[src/rtl/ram_rr_arbiter.sv]
// Round-robin arbiter sharing one single-port RAM (1-cycle registered read) between N_REQ clients.
// Optional RAM_ARB_LOCK_EN adds a per-requester lock input that freezes arbitration on the holder.
module ram_rr_arbiter #(
  parameter int N_REQ      = 2,
  parameter int DATA_WIDTH = 8,
  parameter int N_WORDS    = 16,
  localparam int AW = $clog2(N_WORDS),
  localparam int PW = (N_REQ > 1) ? $clog2(N_REQ) : 1
) (
  input  logic                        clk,
  input  logic                        rst,
  input  logic [N_REQ-1:0]            req,
  input  logic [N_REQ-1:0]            wr,
  input  logic [N_REQ*AW-1:0]         addr,
  input  logic [N_REQ*DATA_WIDTH-1:0] wdata,
`ifdef RAM_ARB_LOCK_EN
  input  logic [N_REQ-1:0]            lock,
`endif
  output logic [N_REQ-1:0]            gnt,
  output logic [N_REQ-1:0]            rvalid,
  output logic [DATA_WIDTH-1:0]       rdata,
  output logic                        ram_we,
  output logic                        ram_re,
  output logic [AW-1:0]               ram_address,
  output logic [DATA_WIDTH-1:0]       ram_data_in,
  input  logic [DATA_WIDTH-1:0]       ram_data_out
);

  logic [PW-1:0]    ptr;
  logic [PW-1:0]    winner;
  logic [PW-1:0]    ptr_nxt;
  logic             any;
  logic [N_REQ-1:0] rvalid_q;

`ifdef RAM_ARB_LOCK_EN
  logic          locked;
  logic [PW-1:0] lock_id;
`endif

  // Search from ptr upward with wrap; first requester found wins.
  always_comb begin
    logic [PW:0] sum;
    logic [PW-1:0] idx;
    any    = 1'b0;
    winner = '0;
    sum    = '0;
    idx    = '0;
    for (int k = 0; k < N_REQ; k++) begin
      sum = {1'b0, ptr} + (PW+1)'(k);
      if (sum >= (PW+1)'(N_REQ))
        sum = sum - (PW+1)'(N_REQ);
      idx = sum[PW-1:0];
      if (!any && req[idx]) begin
        any    = 1'b1;
        winner = idx;
      end
    end
`ifdef RAM_ARB_LOCK_EN
    // A held lock overrides round-robin; dropping req falls back to normal search.
    if (locked && req[lock_id]) begin
      any    = 1'b1;
      winner = lock_id;
    end
`endif
    if (rst)
      any = 1'b0;
  end

  always_comb begin
    gnt = '0;
    for (int i = 0; i < N_REQ; i++)
      gnt[i] = any && (winner == PW'(i));
    ram_we      = any && wr[winner];
    ram_re      = any && !wr[winner];
    ram_address = any ? addr[int'(winner)*AW +: AW] : '0;
    ram_data_in = any ? wdata[int'(winner)*DATA_WIDTH +: DATA_WIDTH] : '0;
    ptr_nxt     = (int'(winner) == N_REQ-1) ? '0 : winner + PW'(1);
  end

  always_ff @(posedge clk) begin
    if (rst) begin
      ptr      <= '0;
      rvalid_q <= '0;
    end else begin
      if (any)
        ptr <= ptr_nxt;
      rvalid_q <= gnt & {N_REQ{ram_re}};
    end
  end

`ifdef RAM_ARB_LOCK_EN
  always_ff @(posedge clk) begin
    if (rst) begin
      locked  <= 1'b0;
      lock_id <= '0;
    end else begin
      locked  <= any && lock[winner];
      lock_id <= winner;
    end
  end
`endif

  // A read issued just before reset must not report data.
  assign rvalid = rvalid_q & {N_REQ{~rst}};
  assign rdata  = ram_data_out;

endmodule
[config.mk]
export PLATFORM = sky130hd
export DESIGN_NAME = ram_rr_arbiter
export DESIGN_NICKNAME = d
export VERILOG_FILES = /design/src/rtl/ram_rr_arbiter.sv
export SDC_FILE = /design/constraint.sdc
export NUM_CORES = 1
export LEC_CHECK = 0
export BUFFER_PORTS_ARGS = -buffer_cell sky130_fd_sc_hd__buf_2
export CORE_ASPECT_RATIO = 1.2
export CORE_MARGIN = 3
export CORE_UTILIZATION = 25
export CTS_CLUSTER_SIZE = 12
export DETAILED_ROUTE_END_ITERATION = 10
export HOLD_SLACK_MARGIN = 0.12
export PLACE_DENSITY_LB_ADDON = 0.15
export SYNTH_ARGS = -nofsm -noshare
export SYNTH_HDL_FRONTEND = slang
export SYNTH_SLANG_ARGS = --single-unit
[constraint.sdc]
create_clock -name clk -period 0.9 [get_ports clk]
set_input_delay 0.135 -clock clk [delete_from_list [all_inputs] [get_ports clk]]
set_output_delay 0.135 -clock clk [all_outputs]
set_load 0.01 [all_outputs]
==> results of run 1 <==
-- critical path, cell delays in order, from the launching register on --
cell	delay, ns
dfxtp_4	0.36
nand2b_4	0.18
nand2_4	0.07
o31ai_2	0.17
buf_2	0.16
-- metrics by stage --
stage	util (%)	worst slack, ns
after floorplan	-	-0.117
after global placement	42.2	-0.241
after detailed placement	42.2	-0.277
after CTS	46.7	-0.438
after global routing	47.5	-0.508
final	47.5	-0.417
-- cells in the final DEF (no fill, tap or decap), types with 2 or more instances in the layout --
cell type / instances
nor2b_1: 2
buf_6: 2
buf_2: 47
nand2b_4: 2
clkbuf_4: 3
buf_4: 7
nand2_1: 2
a32oi_1: 13
nor2_1: 17
-- repair_timing --
| item | CTS | global route |
|---|---|---|
| gates cloned | 1 | 0 |
| buffers inserted | 1 | 0 |
| pin swaps | 2 | 2 |
| hold endpoints to repair | 1 | 0 |
| resized for setup | 7 | 3 |
| setup endpoints to repair | 20 | 20 |
-- power by group --
part	internal, mW	switching, mW
clock	0.167	0.0747
sequential	0.141	0.00641
combinational	0.166	0.163
total	0.473	0.244
-- worst max-delay path by stage --
stage	slack [ns]	endpoint	startpoint
after global routing	-0.51	ram_data_in[2]	ptr$_SDFFE_PP0P_
after CTS	-0.44	ram_re	ptr$_SDFFE_PP0P_
after floorplan	-0.12	ram_address[0]	ptr$_SDFFE_PP0P_
after global placement	-0.24	ram_re	ptr$_SDFFE_PP0P_
final	-0.42	ram_re	ptr$_SDFFE_PP0P_
after detailed placement	-0.28	ram_re	ptr$_SDFFE_PP0P_
-- layout make-up --
cell class                 count  area share, %
clock buffer                   4           3.64
inverter                       1          0.520
multi-input combinational     42           40.9
sequential                     3           9.01
tap                           17           2.95
timing repair buffer          56           43.0
-- logic make-up after synthesis --
family / after synthesis
and+or+nand+nor: 25
AOI/OAI and AO/OA: 16
buffers and inverters: 14
DFF: 3
-- registers in the layout, indices dropped and copies added, names as in the netlist --
register and flops:
rvalid_q 2, ptr 1
-- routing by layer --
layer / up-vias / GRT usage [%] / part of all wire, %
met1: 276 / 17.4 / 38
met3: 2 / 4.23 / 16
met2: 46 / 21.8 / 46
li1: 306 / - / -
met5: - / 0 / 0
met4: 0 / 7.04 / 0.13
==> flow_summary.json, run 1 <==
{
  "synth.most_common_cell": "nor2_1",
  "cts_root_buf": "clkbuf_4",
  "initial_core_util_pct": 27.8,
  "min_to": "rvalid_q[1]$_SDFF_PP0_",
  "start_kind": "flop",
  "layoutNonFillerInstCount": 123,
  "worst_pin_slew_ns": 0.174,
  "grt-ovfl-total": 0,
  "ir_drop_mv": 0.607,
  "chipHeight_um": 51.1,
  "rows": 15,
  "cp_max_fo": 7,
  "synth-seq-area-share_pct": 14.2,
  "die_w_um": 43.5,
  "drc_errors": 0,
  "antenna_found_initial": 0,
  "finalPower_uw": 717,
  "place_congestion": 0.670,
  "final_layout_size_suffix_gt1_share_pct": 64.2,
  "required_ns": 0.76,
  "maxSlewViolCount": 0,
  "reg2reg_depth": 5,
  "nFillCells": 178,
  "vias_per_cell": 5.12,
  "avgSynthCellArea_sq_um": 7.29,
  "ys.flop_type": "dfxtp_1",
  "fin_crit_sh_pct": 146,
  "violations": "negative setup slack",
  "dieArea_sq_mm": 0.00222,
  "dp_cells": 117,
  "clock.fmax_ghz": 0.759,
  "skew_ns": 0.00329,
  "synth_compound_area_share_pct": 34.3,
  "register_area_sq_um": 65.1,
  "grt_pass1_vias": 549,
  "rsz0062_at_grt": "true",
  "cts.path.max_buffers": 2,
  "synth_top_family_by_area": "compound AO/OA/AOI/OAI gates",
  "leakagePower_nw": 0.401,
  "syn-num-nets": 96,
  "hold_ws_ns": 0.119,
  "min_path_cells": 2,
  "setup_slack_ns": -0.417,
  "ff2ff_setup_slack_ns": -0.04,
  "status": "complete, but fails checks",
  "drt_iter0_drc": 12,
  "ios": 64,
  "muxShareOfSynthArea_pct": 0,
  "netlist_instances": 58,
  "grt.total_usage_pct": 14.1,
  "cts_buffers": 3,
  "finalCriticalPeriod_ns": 1.32,
  "dpl-instance-area_sq_um": 642,
  "wl_per_cell_um": 12.8,
  "final_hold_viol_count": 0,
  "cts_tree": "built",
  "synth_top_area_share_pct": 26.9,
  "ys_ff_latch": 3,
  "diodes": 0,
  "nets": 145,
  "synth_area_sq_um": 423,
  "synthSimpleGateAreaFrac_pct": 26.0,
  "multi_input_area_sq_um": 295,
  "yosys.area_share.adder_pct": 0,
  "io_buffers": 47,
  "netlist_top_cells_area": "a32oi_1, nor2_1, dfxtp_1",
  "tns_ns": -6.16,
  "yosysWarnings": 0,
  "antenna_left": 0,
  "synth-edff-count": 0,
  "hpwlAfterDp_um": 1240,
  "setup_violations": 20,
  "hold_start": "wr[1]",
  "yosysTopAreaCell": "a32oi_1",
  "cap_violations": 0,
  "htree_levels": 1,
  "clock_latency_ns": 0.24,
  "design_area_sq_um": 722,
  "r2r_end": "rvalid_q[0]$_SDFF_PP0_",
  "core_region_area_sq_mm": 0.00152,
  "cellPowerDensity_mw_per_mm2": 993,
  "endpoint_kind": "output port",
  "clkTransAtPathRegs_ns": 0.04,
  "synthArstFlopShare_pct": 0,
  "vias": 630,
  "worstSetupPathType": "flop to output port",
  "synth.top_cells.by_count": "nor2_1, a32oi_1, buf_4, nand2_1, dfxtp_1",
  "finalWirelength_um": 1570,
  "syn_to_final_growth_pct": 70.7,
  "grt_pass1_wl_um": 2440,
  "reg2reg_from": "ptr$_SDFFE_PP0P_",
  "synth_cell_type_count": 15,
  "clkSinkCount": 3,
  "drt-pass1-iter-count": 4,
  "arrival_ns": 1.18,
  "synthXorXnorAreaFrac_pct": 0,
  "slew_headroom_pct": 88.3,
  "hold_class": "primary input to flop",
  "grt_max_degree": 11
}
(Power assumes the default switching activity.)
==> run 2: changes to the inputs <==
--- a/config.mk
+++ b/config.mk
@@ -5,10 +5,11 @@
 export SDC_FILE = /design/constraint.sdc
 export NUM_CORES = 1
 export LEC_CHECK = 0
+export ABC_AREA = 1
 export BUFFER_PORTS_ARGS = -buffer_cell sky130_fd_sc_hd__buf_2
 export CORE_ASPECT_RATIO = 1.2
 export CORE_MARGIN = 3
-export CORE_UTILIZATION = 25
+export CORE_UTILIZATION = 26
 export CTS_CLUSTER_SIZE = 12
 export DETAILED_ROUTE_END_ITERATION = 10
 export HOLD_SLACK_MARGIN = 0.12
==> flow_summary.json, run 2 <==
{
  "status": "complete, but fails checks",
  "violations": "negative setup slack",
  "synthXorXnorAreaFrac_pct": 0,
  "chipHeight_um": 51.5,
  "hold_class": "primary input to flop",
  "leakagePower_nw": 0.478,
  "largest-register": "rvalid_q",
  "slew_headroom_pct": 76.7,
  "min_to": "ptr$_SDFFE_PP0P_",
  "antenna_left": 0,
  "synth_top_area_share_pct": 25.1,
  "critPathLaunch": "ptr$_SDFFE_PP0P_",
  "clock_latency_ns": 0.23,
  "cap_violations": 0,
  "rows": 15,
  "dieArea_sq_mm": 0.00226,
  "ys.flop_type": "dfxtp_1",
  "path_buf_inv": 3,
  "antenna_found_initial": 0,
  "synth_cell_type_count": 13,
  "setup_slack_ns": -0.444,
  "largest_reg_flops": 2,
  "synth.top_cells.by_count": "nand2_1, nand3_1, buf_4, inv_1, nor2_1",
  "drt_iter0_drc": 2,
  "yosysWarnings": 0,
  "vias_per_cell": 4.37,
  "reg_top3": "rvalid_q: 2 flops, ptr: 1 flops",
  "rsz0062_at_grt": "true",
  "clkTransAtPathRegs_ns": 0.04,
  "wl_per_cell_um": 10.0,
  "worstSetupPathType": "flop to output port",
  "grt-ovfl-total": 0,
  "place_ws_ns": -0.266,
  "maxSlewViolCount": 0,
  "core_region_area_sq_mm": 0.00154,
  "initial_core_util_pct": 29.2,
  "synthSimpleGateAreaFrac_pct": 59.1,
  "critPathMostFrequentCell": "nand2_1",
  "avgSynthCellArea_sq_um": 5.69,
  "hold_start": "rst",
  "vias": 625,
  "htree_levels": 1,
  "endpoint_kind": "output port",
  "worst_pin_slew_ns": 0.349,
  "reg2reg_depth": 8,
  "hpwlAfterDp_um": 1120,
  "grt_max_degree": 16,
  "required_ns": 0.76,
  "drc_errors": 0,
  "final_layout_size_suffix_gt1_share_pct": 66.7,
  "muxShareOfSynthArea_pct": 0,
  "grt_pass1_vias": 595,
  "synth-edff-count": 0,
  "cts_tree": "built",
  "reg2reg_from": "ptr$_SDFFE_PP0P_",
  "ys_ff_latch": 3,
  "drt-pass1-iter-count": 4,
  "netlist_instances": 79,
  "synth_compound_area_share_pct": 0,
  "nets": 165,
  "syn-num-nets": 117,
  "synthArstFlopShare_pct": 0,
  "synth-seq-area-share_pct": 13.4,
  "post-route-util_pct": 52.8,
  "yosysTopAreaCell": "nand2_1",
  "die_w_um": 43.9,
  "grt_pass1_wl_um": 2330,
  "io_buffers": 47,
  "crit_slowest_cell": "dfxtp_2",
  "syn_to_final_growth_pct": 81.1,
  "finalCriticalPeriod_ns": 1.34,
  "synth_area_sq_um": 449,
  "setup_violations": 18,
  "clkSinkCount": 3,
  "cts_root_buf": "clkbuf_4",
  "cts_buffers": 3,
  "mostFrequentLayoutCells": "buf_2, nand2_1, nand2_2",
  "arrival_ns": 1.21,
  "min_path_cells": 2,
  "synth_top_family_by_area": "simple AND/OR/NAND/NOR gates",
  "layout_commonest_cell": "buf_2",
  "cp_max_fo": 13,
  "finalWirelength_um": 1430,
  "place_congestion": 0.705,
  "holdBufCountCts": 0,
  "nFillCells": 164,
  "critPathTopFamily": "simple AND/OR/NAND/NOR gates",
  "ff2ff_setup_slack_ns": -0.12,
  "diodes": 0,
  "cellPowerDensity_mw_per_mm2": 935,
  "cpPeakStageDelay_ns": 0.32,
  "final_hold_viol_count": 0,
  "netlist_top_cells_area": "nand2_1, nand3_1, dfxtp_1",
  "cp_cell_sequence": "inv_2 -> nand2_2 -> nand2_4 -> nor2_4 -> buf_12 -> nand2_1 -> nand2_1 -> buf_2",
  "skew_ns": 0.00379,
  "fin_crit_sh_pct": 149,
  "ir_drop_mv": 0.747,
  "yosys.area_share.adder_pct": 0,
  "r2r_end": "rvalid_q[1]$_SDFF_PP0_",
  "cts.path.max_buffers": 2,
  "ios": 64,
  "synth.most_common_cell": "nand2_1",
  "start_kind": "flop",
  "clock.fmax_ghz": 0.744,
  "grt.total_usage_pct": 13.2
}
[run 2: layout make-up]
class | count | area (sq um) | share of cell area [%]
timing repair buffer | 54 | 367 | 45.1
multi-input combinational | 57 | 305 | 37.5
clock buffer | 4 | 26.3 | 3.23
tap | 17 | 21.3 | 2.62
inverter | 8 | 30.0 | 3.69
sequential | 3 | 63.8 | 7.85
[run 2: what timing repair did]
action | 4_1_cts | 5_1_grt
setup endpoints to repair | 18 | 21
pin swaps | 1 | 1
cloned | 0 | 0
setup buffers | 1 | 0
endpoints found under the hold margin | 0 | 0
gates resized for setup | 12 | 6
[run 2: worst max path at each step]
stage	end	slack, ns	depth (start not counted)
after floorplan	ram_address[0]	-0.12	7
after global placement	ram_data_in[5]	-0.23	7
after detailed placement	ram_data_in[6]	-0.27	7
after CTS	ram_address[3]	-0.46	8
after global routing	ram_data_in[4]	-0.52	8
final	ram_address[3]	-0.44	8
[run 2: per-layer routing]
layer	part of all wire [%]	up-vias	wire [um]	GRT usage (%)
met4	0	0	0	3.52
li1	-	327	-	-
met1	37	264	529	14.0
met5	0	-	0	0
met2	55	34	782	25.2
met3	8.6	0	123	3.11
[run 2: kinds of logic after synthesis]
logic type	count (synthesis)
buf+inv	19
flops	3
simple gates	57
[run 2: metrics by stage]
step / power (mW) / cell area, sq um / setup TNS [ns] / instances / hold WS, ns
floorplan: 0.353 / 480 / -1.11 / 79 / 0.205
global placement: 0.463 / 688 / -3.60 / 138 / 0.270
detailed placement: 0.465 / 688 / -3.99 / 138 / 0.270
CTS: 0.766 / 803 / -7.13 / 143 / 0.178
global route: 0.818 / 813 / -8.34 / 143 / 0.206
finish: 0.760 / 813 / -6.95 / 143 / 0.179
[run 2: power by group]
part	switching [mW]	internal (mW)	leakage, nW
Combinational	0.180	0.200	0.437
Sequential	0.00327	0.143	0.0258
Clock	0.0684	0.166	0.0150
==> run 3: changes to the inputs <==
--- a/config.mk
+++ b/config.mk
@@ -14,6 +14,7 @@
 export DETAILED_ROUTE_END_ITERATION = 10
 export HOLD_SLACK_MARGIN = 0.12
 export PLACE_DENSITY_LB_ADDON = 0.15
+export REMOVE_ABC_BUFFERS = 1
 export SYNTH_ARGS = -nofsm -noshare
 export SYNTH_HDL_FRONTEND = slang
 export SYNTH_SLANG_ARGS = --single-unit
==> flow_summary.json, run 3 (same netlist as run 2, synthesis figures left out) <==
{
  "syn_to_final_growth_pct": 71.0,
  "largest-register": "rvalid_q",
  "grt.total_usage_pct": 12.3,
  "clock.fmax_ghz": 0.750,
  "grt_max_degree": 14,
  "grt-ovfl-total": 0,
  "nets": 169,
  "final_layout_size_suffix_gt1_share_pct": 56.9,
  "critPathTopFamily": "flip-flops",
  "ir_drop_mv": 0.724,
  "crit_slowest_cell": "dfxtp_2",
  "htree_levels": 1,
  "worstSetupPathType": "flop to output port",
  "diodes": 0,
  "reg_top3": "rvalid_q: 2 flops, ptr: 1 flops",
  "rows": 15,
  "status": "complete, but fails checks",
  "vias_per_cell": 4.25,
  "layoutNonFillerInstCount": 147,
  "min_path_cells": 3,
  "busiest_layer": "met2",
  "cellPowerDensity_mw_per_mm2": 961,
  "cts_root_buf": "clkbuf_4",
  "use_met2_pct": 19.2,
  "arrival_ns": 1.20,
  "use_met1_pct": 13.2,
  "drc_errors": 0,
  "cap_violations": 0,
  "antenna_found_initial": 0,
  "reg2reg_depth": 7,
  "clock_latency_ns": 0.24,
  "io_buffers": 47,
  "drt-pass1-iter-count": 2,
  "core_region_area_sq_mm": 0.00154,
  "ios": 64,
  "cts_tree": "built",
  "post-route-util_pct": 49.9,
  "finalCriticalPeriod_ns": 1.33,
  "dieArea_sq_mm": 0.00226,
  "grt_pass1_wl_um": 2090,
  "drt_iter0_drc": 7,
  "layout_commonest_cell": "buf_2",
  "start_kind": "flop",
  "rsz0062_at_grt": "true",
  "hpwlAfterDp_um": 1130,
  "endpoint_kind": "output port",
  "place_congestion": 0.684,
  "setup_slack_ns": -0.434,
  "cts.path.max_buffers": 2,
  "initial_core_util_pct": 29.2,
  "clkTransAtPathRegs_ns": 0.04,
  "vias": 625,
  "hold_class": "primary input to flop",
  "required_ns": 0.76,
  "cp.depth": 8,
  "setup_violations": 19,
  "cp_cell_sequence": "inv_2 -> nand2_4 -> nand2_4 -> buf_6 -> nand2_2 -> nand2_2 -> nor2_1 -> buf_2",
  "antenna_left": 0,
  "fin_crit_sh_pct": 148,
  "worst_pin_slew_ns": 0.184,
  "finalPower_uw": 738,
  "cp_max_fo": 8,
  "clkSinkCount": 3,
  "die_w_um": 43.9,
  "skew_ns": 0.00453,
  "path_buf_inv": 3,
  "violations": "negative setup slack",
  "wl_per_cell_um": 9.96,
  "met3_usage_pct": 5.54,
  "holdBufCountCts": 0,
  "nFillCells": 165,
  "design_area_sq_um": 768,
  "leakagePower_nw": 0.492,
  "place_ws_ns": -0.240,
  "cpPeakStageDelay_ns": 0.32,
  "dpl-instance-area_sq_um": 699,
  "maxSlewViolCount": 0,
  "cts_buffers": 3,
  "final_hold_viol_count": 0,
  "finalWirelength_um": 1460,
  "mostFrequentLayoutCells": "buf_2, nand2_1, nand3_1",
  "largest_reg_flops": 2,
  "chipHeight_um": 51.5,
  "dp_cells": 142,
  "slew_headroom_pct": 87.7,
  "grt_pass1_vias": 503
}
[run 3: changes by cell type in the layout (fill, tap and decap cells not counted), moves of 8 or more]
| cell | delta |
|---|---|
| nand2_2 | -11 |
| nand2_1 | +10 |
| buf_2 | +9 |
| buf_6 | -8 |
[run 3: path summary, 6_finish.rpt]
check	endpoint	start	slack [ns]
setup / recovery	ram_re	ptr$_SDFFE_PP0P_	-0.43
hold / removal	ptr$_SDFFE_PP0P_	req[0]	0.21
setup reg to reg	rvalid_q[0]$_SDFF_PP0_	ptr$_SDFFE_PP0P_	-0.13
hold reg to reg	ptr$_SDFFE_PP0P_	ptr$_SDFFE_PP0P_	0.50
[run 3: repair_timing]
action,4_1_cts,5_1_grt
cloned,1,0
endpoints found under the setup margin,21,21
gates resized for setup,7,5
pin swaps,7,10
buffers inserted,1,1
[run 3: metal layers]
layer / wire (um) / up-vias
li1: - / 335
met3: 209 / 2
met4: 16 / 0
met5: 0 / -
met1: 546 / 246
met2: 691 / 42
[run 3: final cells by class]
class	count	area (sq um)	share of cell area, %
Clock buffer	4	26.3	3.42
Inverter	8	30.0	3.91
Multi-Input combinational cell	58	292	37.9
Sequential cell	3	62.6	8.14
Tap cell	17	21.3	2.77
Timing Repair Buffer	57	337	43.8
[run 3: power by group]
part	switching, mW	internal [mW]	total [mW]
logic	0.174	0.175	0.349
registers	0.00274	0.142	0.145
clock network	0.0775	0.167	0.244
total	0.254	0.484	0.738
[run 3: tightest hold or removal path: cells and delay by family]
family	cells	cell delay [ns]
AND/OR/NAND/NOR	2	0.14
buffers and inverters	1	0.13
[run 3: stage by stage]
stage	hold slack, ns	setup TNS, ns
floorplan	0.213	-2.47
global route	0.222	-8.20
CTS	0.194	-7.56
finish	0.213	-6.66
global placement	0.270	-3.38
detailed placement	0.270	-3.74
